--- src/rtl/bitserial_adder.sv ---
// Bit-serial adder: one full-adder cell and a carry flop add two WIDTH-bit operands LSB-first.
// Optional macro SERADD_SUB_EN turns sub_i into a subtract select (A + ~B + 1).
module bitserial_adder #(
    parameter int WIDTH = 8
) (
    input  logic             clk,
    input  logic             rst_n,
    input  logic             ena,
    input  logic             start_i,
    input  logic [WIDTH-1:0] a_i,
    input  logic [WIDTH-1:0] b_i,
    input  logic             cin_i,
    input  logic             sub_i,
    output logic             busy_o,
    output logic             done_o,
    output logic [WIDTH-1:0] sum_o,
    output logic             cout_o,
    output logic             ovf_o
);

    localparam int CW = $clog2(WIDTH + 1);

    typedef enum logic [1:0] {
        IDLE = 2'd0,
        RUN  = 2'd1,
        DONE = 2'd2
    } state_t;

    state_t           state_q, state_d;
    logic [WIDTH-1:0] a_q, a_d;
    logic [WIDTH-1:0] b_q, b_d;
    logic [WIDTH-1:0] psum_q, psum_d;
    logic [WIDTH-1:0] sum_q, sum_d;
    logic             carry_q, carry_d;
    logic             cout_q, cout_d;
    logic             ovf_q, ovf_d;
    logic [CW-1:0]    cnt_q, cnt_d;

    logic             sum_bit;
    logic             carry_nxt;
    logic             last_bit;
    logic [WIDTH-1:0] b_load;
    logic             cin_load;

`ifdef SERADD_SUB_EN
    // Subtraction is A + ~B + 1, so cin_i is overridden while subtracting.
    assign b_load   = sub_i ? ~b_i : b_i;
    assign cin_load = sub_i | cin_i;
`else
    logic sub_unused;
    assign sub_unused = sub_i;
    assign b_load     = b_i;
    assign cin_load   = cin_i;
`endif

    assign sum_bit   = a_q[0] ^ b_q[0] ^ carry_q;
    assign carry_nxt = (a_q[0] & b_q[0]) | (a_q[0] & carry_q) | (b_q[0] & carry_q);
    assign last_bit  = (cnt_q == CW'(WIDTH - 1));

    always_ff @(posedge clk or negedge rst_n) begin
        if (!rst_n) begin
            state_q <= IDLE;
            a_q     <= '0;
            b_q     <= '0;
            psum_q  <= '0;
            sum_q   <= '0;
            carry_q <= 1'b0;
            cout_q  <= 1'b0;
            ovf_q   <= 1'b0;
            cnt_q   <= '0;
        end else begin
            state_q <= state_d;
            a_q     <= a_d;
            b_q     <= b_d;
            psum_q  <= psum_d;
            sum_q   <= sum_d;
            carry_q <= carry_d;
            cout_q  <= cout_d;
            ovf_q   <= ovf_d;
            cnt_q   <= cnt_d;
        end
    end

    always_comb begin
        state_d = state_q;
        if (ena) begin
            case (state_q)
                IDLE:    if (start_i) state_d = RUN;
                RUN:     if (last_bit) state_d = DONE;
                DONE:    state_d = IDLE;
                default: state_d = IDLE;
            endcase
        end
    end

    // Datapath; published results move only on the RUN->DONE edge.
    always_comb begin
        a_d     = a_q;
        b_d     = b_q;
        psum_d  = psum_q;
        sum_d   = sum_q;
        carry_d = carry_q;
        cout_d  = cout_q;
        ovf_d   = ovf_q;
        cnt_d   = cnt_q;
        if (ena) begin
            case (state_q)
                IDLE: begin
                    if (start_i) begin
                        a_d     = a_i;
                        b_d     = b_load;
                        carry_d = cin_load;
                        cnt_d   = '0;
                    end
                end
                RUN: begin
                    a_d     = a_q >> 1;
                    b_d     = b_q >> 1;
                    psum_d  = {sum_bit, psum_q[WIDTH-1:1]};
                    carry_d = carry_nxt;
                    cnt_d   = cnt_q + 1'b1;
                    if (last_bit) begin
                        // carry_q here is the carry into the MSB.
                        sum_d  = {sum_bit, psum_q[WIDTH-1:1]};
                        cout_d = carry_nxt;
                        ovf_d  = carry_q ^ carry_nxt;
                    end
                end
                default: ;
            endcase
        end
    end

    always_comb begin
        busy_o = (state_q == RUN);
        done_o = (state_q == DONE);
        sum_o  = sum_q;
        cout_o = cout_q;
        ovf_o  = ovf_q;
    end

endmodule

--- config.mk ---
export PLATFORM = sky130hd
export DESIGN_NAME = bitserial_adder
export DESIGN_NICKNAME = d
export VERILOG_FILES = /design/src/rtl/bitserial_adder.sv
export SDC_FILE = /design/constraint.sdc
export NUM_CORES = 1
export LEC_CHECK = 0
export BUFFER_PORTS_ARGS = -buffer_cell sky130_fd_sc_hd__buf_2
export CAP_MARGIN = 20
export CORE_UTILIZATION = 30
export CTS_BUF_LIST = sky130_fd_sc_hd__clkbuf_16
export DETAILED_ROUTE_END_ITERATION = 7
export SLEW_MARGIN = 20
export SYNTH_ARGS = -nofsm -noshare
export SYNTH_HDL_FRONTEND = slang
export SYNTH_SLANG_ARGS = --single-unit
--- constraint.sdc ---
create_clock -name clk -period 2 [get_ports clk]
set_input_delay 0 -clock clk [delete_from_list [all_inputs] [get_ports clk]]
set_output_delay 0 -clock clk [all_outputs]
set_load 0.01 [all_outputs]
==> flow_metrics.env, run 1 <==
export IMPL_status="completed"
export IMPL_portBuffers=32
export IMPL_grt_pass1_vias=1278
export IMPL_synth_nets=168
export IMPL_drc_errors=0
export IMPL_cts_tree="built"
export IMPL_use_met3_pct=4.91
export IMPL_syn_area_um2=1830
export IMPL_cts_inserted_buffers=5
export IMPL_dpl_cell_area_um2=2060
export IMPL_tightest_slew_ps=885
export IMPL_slew_viol_final=0
export IMPL_global_route_usage_met1_pct=16.7
export IMPL_htree_levels=2
export IMPL_drv_cap=0
export IMPL_utilization_pct=38.7
export IMPL_crit_arrival_ps=1850
export IMPL_start_util_pct=31.0
export IMPL_dp_hpwl_mm=2.30
export IMPL_synthCells=144
export IMPL_drt_wl_total_mm=3.44
export IMPL_synth_common_cells="dfrtp_1 (40), o21ai_0 (35), mux2i_1 (15), mux2_4 (9), mux2_2 (8)"
export IMPL_start_kind="register"
export IMPL_max_slew_margin_rel_pct=41.0
export IMPL_die_w_um=80.0
export IMPL_path_delay_family="simple AND/OR/NAND/NOR gates"
export IMPL_fmax_mhz=595
export IMPL_die_area_um2=6400
export IMPL_slowest_stage="dfrtp_1"
export IMPL_vias=1209
export IMPL_nets=208
export IMPL_synth_seq_cells=40
export IMPL_ys_types=32
export IMPL_p_leak_nw=1.10
export IMPL_tns_ps=0
export IMPL_dr_pass1_iters=4
export IMPL_ys_flop_type="dfrtp_1"
export IMPL_die_y_um=80.0
export IMPL_antenna_found_initial=0
export IMPL_drt_iter0_drc=94
export IMPL_yosysTopAreaCell="dfrtp_1"
export IMPL_grt_use_total_pct=12.9
export IMPL_async_flop_share_pct=100
export IMPL_worst_path_largest_cell_delay_ps=380
export IMPL_finalHoldViolCount=0
export IMPL_overflow=0
export IMPL_holdCritPathClass="primary input to register"
export IMPL_ant_nets=0
export IMPL_worstSkewPairLatency_ps=280
export IMPL_period_share_pct=84.0
export IMPL_synth_area_leaders="dfrtp_1 (55%), o21ai_0 (9.6%), mux2i_1 (8.2%)"
export IMPL_cp_end_kind="register"
export IMPL_cts_sinks=40
export IMPL_vias_per_cell=4.65
export IMPL_num_rows=28
export IMPL_ir_drop_uv=406
export IMPL_ctsResizeCount=0
export IMPL_synth_edf_count=0
export IMPL_period_minus_slack_ps=1680
export IMPL_fillers=589
export IMPL_fp_coreArea_um2=5890
export IMPL_powerDensity_nw_per_um2=1270
export IMPL_ys_warn_count=0
export IMPL_finalSetupViolCount=0
export IMPL_antenna_cells=0
export IMPL_grt_pass1_wl_mm=6.15
export IMPL_grt_max_degree=41
export IMPL_rsz0062_at_grt="no"
export IMPL_met2_usage_pct=19.1
export IMPL_pin_count=34
export IMPL_synth_seq_area_share_pct=54.8
export IMPL_cp_num_buf_inv=1
export IMPL_crit_required_ps=2170
export IMPL_path_class="register to register"
export IMPL_cp_max_fo=11
export IMPL_cp_cell_sequence="ha_1 > and4b_1 > nor3b_4 > buf_4 > mux2_2"
export IMPL_skew_ps=4.45
export IMPL_yosysTopAreaCellShare_pct=54.8
export IMPL_synth_avg_cell_area_um2=12.7
export IMPL_clkSlewWorstSetupHoldPaths_ps=60
export IMPL_yosysMostFrequentCell="dfrtp_1"
export IMPL_clock_path_buffers=2
export IMPL_cts_root_buf="clkbuf_16"
export IMPL_area_growth_pct=24.7
export IMPL_post_drt_wl_per_cell_um=13.2
export IMPL_place_congestion=0.763
export IMPL_post_route_cell_area_um2=2280
export IMPL_drive_gt1_share_pct=37.8
export IMPL_top_usage_layer="met2"
==> cell families after synthesis <==
| family | after synthesis | share of synthesized area, % |
|---|---|---|
| AOI/OAI and AO/OA | 41 | 12.3 |
| xor gates and xnor gates | 1 | 0.480 |
| and+or+nand+nor | 15 | 6.10 |
| DFF | 40 | 54.8 |
| muxes | 32 | 20.6 |
| adders and majority gates | 2 | 1.78 |
| buffers and inverters | 13 | 3.97 |
==> final timing paths <==
path | start | end | slack [ps] | cells past startpoint
hold reg to reg | b_q[1] | b_q[1] | 500 | 2
max in group asynchronous | rst_n | cnt_q[2] | 1070 | 2
setup reg to reg | cnt_q[0] | sum_o[0] | 320 | 5
min in group asynchronous | rst_n | a_q[4] | 390 | 2
hold / removal | b_i[6] | b_q[6] | 9 | 3
setup / recovery | cnt_q[0] | sum_o[0] | 320 | 5
==> worst reg2reg max path, stage by stage, from the launching register on <==
cell	delay (ps)
dfrtp_1	380
ha_1	180
and4b_1	220
nor3b_4	180
buf_4	250
mux2_2	360
==> power by group <==
| group | total (mW) | internal, mW | leakage (nW) | switching (mW) |
|---|---|---|---|---|
| combinational | 0.709 | 0.405 | 0.510 | 0.304 |
| sequential | 1.28 | 1.10 | 0.511 | 0.185 |
| clock | 0.893 | 0.585 | 0.0798 | 0.308 |
==> cells in the final DEF, fill, tap and decap left out, types with 2 or more instances in the layout <==
master          n
buf_2          32
buf_4           5
clkbuf_16       5
dfrtp_1        40
dlygate4sd3_1   5
inv_1           4
mux2_2          8
mux2_4          9
mux2i_1        15
nand2_1         2
nor4_1          2
o21ai_0        35
==> flip-flops by register name, summed over array words and instances, names as in the netlist <==
register  cells
a_q           8
b_q           8
sum_o         8
psum_q        7
cnt_q         4
state_q       2
carry_q       1
cout_o        1
ovf_o         1
==> layout make-up <==
| cell class | count | area [um^2] | share of cell area (%) |
|---|---|---|---|
| multi-input combinational | 91 | 752 | 33.0 |
| inverter | 4 | 15.0 | 0.659 |
| clock inverter | 3 | 42.5 | 1.87 |
| timing repair buffer | 42 | 248 | 10.9 |
| sequential | 40 | 1000 | 44.0 |
| clock buffer | 5 | 125 | 5.49 |
| tap | 75 | 93.8 | 4.12 |
==> through the flow <==
| step | power (mW) | hold slack, ps | worst slack (ps) | cells |
|---|---|---|---|---|
| 4_1_cts | 2.92 | 14.1 | 316 | 260 |
| 6_report | 2.88 | 9.38 | 320 | 260 |
| 3_5_place_dp | 2.01 | 172 | 326 | 247 |
| 2_1_floorplan | 1.78 | -296 | 488 | 144 |
| 3_3_place_gp | 1.99 | 179 | 362 | 247 |
| 5_1_grt | 3.10 | 23.6 | 210 | 260 |
==> layer usage <==
metal	vias to the layer above	routed length (um)	share of wire [%]
met4	0	49	1.4
met5	-	0	0
li1	594	-	-
met3	6	166	4.8
met1	584	1660	48
met2	25	1570	46
==> repair_timing <==
action,in CTS,in global routing
endpoints found under the hold margin,44,0
setup buffers,0,0
hold buffers,5,0
Power figures use the tool's default switching activity.
==> inputs of run 2 (changes only) <==
- clock period: 2 -> 1.4 ns (I/O delays scaled with it)
==> run 2 against run 1 <==
The flow now finishes with violations (setup timing). Maximum frequency grew 7.6%. Highest routed layer unchanged. Worst setup slack lost 480 ps. Hold slack better by 2.8 ps. Flip-flop and latch count stayed put. Largest power group unchanged. Cell count rose by 4.6%.
==> flow_metrics.env, run 2 (synthesis gave the netlist of run 1 again) <==
export IMPL_worstHoldStart="a_i[1]"
export IMPL_grt_max_degree=41
export IMPL_r2r_start="cnt_q[0]"
export IMPL_drive_gt1_share_pct=43.7
export IMPL_area_growth_pct=31.9
export IMPL_start_util_pct=31.0
export IMPL_post_place_ws_ps=-164
export IMPL_place_congestion=0.722
export IMPL_finalHoldViolCount=0
export IMPL_crit_arrival_ps=1730
export IMPL_setup_slack_ps=-162
export IMPL_cp_cell_sequence="ha_1 > and4b_1 > nor3b_4 > buf_12 > mux2_2"
export IMPL_drc_errors=0
export IMPL_failed_checks="setup timing"
export IMPL_antenna_cells=0
export IMPL_cp_max_fo=11
export IMPL_max_slew_margin_rel_pct=66.7
export IMPL_period_minus_slack_ps=1560
export IMPL_post_drt_wl_per_cell_um=13.5
export IMPL_htree_levels=2
export IMPL_multi_input_comb_area_um2=783
export IMPL_period_share_pct=112
export IMPL_clock_path_buffers=2
export IMPL_slowest_stage="dfrtp_1"
export IMPL_holdCritPathClass="primary input to register"
export IMPL_cts_sinks=40
export IMPL_ant_nets=0
export IMPL_num_rows=28
export IMPL_dpl_cell_area_um2=2150
export IMPL_path_class="register to register"
export IMPL_powerDensity_nw_per_um2=1780
export IMPL_pin_count=34
export IMPL_dp_hpwl_mm=2.44
export IMPL_p_leak_nw=1.18
export IMPL_start_kind="register"
export IMPL_cts_inserted_buffers=5
export IMPL_power_mw=4.28
export IMPL_antenna_found_initial=0
export IMPL_layout_cells_non_filler=272
export IMPL_clkSlewWorstSetupHoldPaths_ps=60
export IMPL_worst_path_largest_cell_delay_ps=350
export IMPL_worstSkewPairLatency_ps=280
export IMPL_crit_required_ps=1560
export IMPL_die_w_um=80.0
export IMPL_drt_iter0_drc=39
export IMPL_skew_ps=4.59
export IMPL_place_inst=258
export IMPL_vias_per_cell=4.72
export IMPL_nets=220
export IMPL_final_cell_mix="dfrtp_1 (40), o21ai_0 (34), buf_2 (32), buf_4 (16), mux2i_1 (15)"
export IMPL_overflow=0
export IMPL_cts_tree="built"
export IMPL_portBuffers=32
export IMPL_slew_viol_final=0
export IMPL_tightest_slew_ps=500
export IMPL_fmax_mhz=640
export IMPL_ir_drop_uv=545
export IMPL_drv_cap=0
export IMPL_grt_pass1_vias=1277
export IMPL_grt_pass1_wl_mm=5.97
export IMPL_die_y_um=80.0
export IMPL_status="finished, violations left"
export IMPL_cp_end_kind="register"
export IMPL_finalSetupViolCount=12
export IMPL_vias=1285
export IMPL_grt_use_total_pct=12.5
export IMPL_fp_coreArea_um2=5890
export IMPL_drt_wl_total_mm=3.68
export IMPL_post_route_cell_area_um2=2410
export IMPL_dr_pass1_iters=4
export IMPL_fin_hold_ws_ps=12.2
export IMPL_fillers=569
export IMPL_die_area_um2=6400
export IMPL_cts_root_buf="clkbuf_16"
export IMPL_cp_startpoint="cnt_q[0]"
export IMPL_rsz0062_at_grt="yes"
export IMPL_layout_commonest_cell="dfrtp_1"
export IMPL_final_seq_area_um2=1000
-- run 2: cell count changes in the layout (fill, tap and decap cells not counted), sizes merged --
cell         change
buf             +13
or2              +1
dlygate4sd3      -2
inv              +1
clkinvlp         -1
-- run 2: stage by stage --
step / setup TNS [ps] / util, %
6_report: -1420 / 40.9
5_1_grt: -2050 / 40.9
4_1_cts: -1400 / 40.2
3_5_place_dp: -1390 / 36.6
3_3_place_gp: -1150 / 36.6
2_1_floorplan: -1010 / -
-- run 2: layout make-up --
| cell class | instances | share of cell area (%) |
|---|---|---|
| flip-flops and latches | 40 | 41.6 |
| multi-input cells | 92 | 32.5 |
| repair buffers | 53 | 14.6 |
| clock buffers | 5 | 5.20 |
| well taps | 75 | 3.90 |
| clock inverters | 3 | 1.61 |
| inverters | 4 | 0.624 |
-- run 2: report_power, final --
group          total, mW  switching (mW)  internal (mW)  leakage, nW
clock               1.26           0.425          0.830       0.0850
sequential          1.80           0.236           1.56        0.511
combinational       1.22           0.516          0.708        0.583
total               4.28            1.18           3.10         1.18
-- run 2: worst paths after layout --
kind                       slack (ps)         to  cells past startpoint
max                              -160   sum_o[0]                      5
min                                10     a_q[1]                      3
min in group asynchronous         310     a_q[3]                      3
max in group asynchronous         740  psum_q[6]                      3
max reg2reg                      -160   sum_o[0]                      5
min reg2reg                       500     a_q[2]                      2
-- run 2: critical path, delay by kind of cell (launching register included) --
family | cells | cell delay, ps
adder cells (fa/ha/maj) | 1 | 160
buffers and inverters | 1 | 180
AND/OR/NAND/NOR | 2 | 430
flip-flops | 1 | 350
multiplexers | 1 | 330
-- run 2: what timing repair did --
item                                   4_1_cts  5_1_grt
pin swaps                                    1        2
buffers inserted                             0        2
resized for setup                            4        6
setup endpoints to repair                   29       26
gates cloned                                 0        1
endpoints found under the hold margin       42        0
hold buffers                                 3        0
-- run 2: per-layer routing --
layer | track usage, % | wire length (um)
met1 | 15.6 | 1710
met3 | 3.43 | 153
met2 | 20.1 | 1770
met5 | 0 | 0
met4 | 5.36 | 48
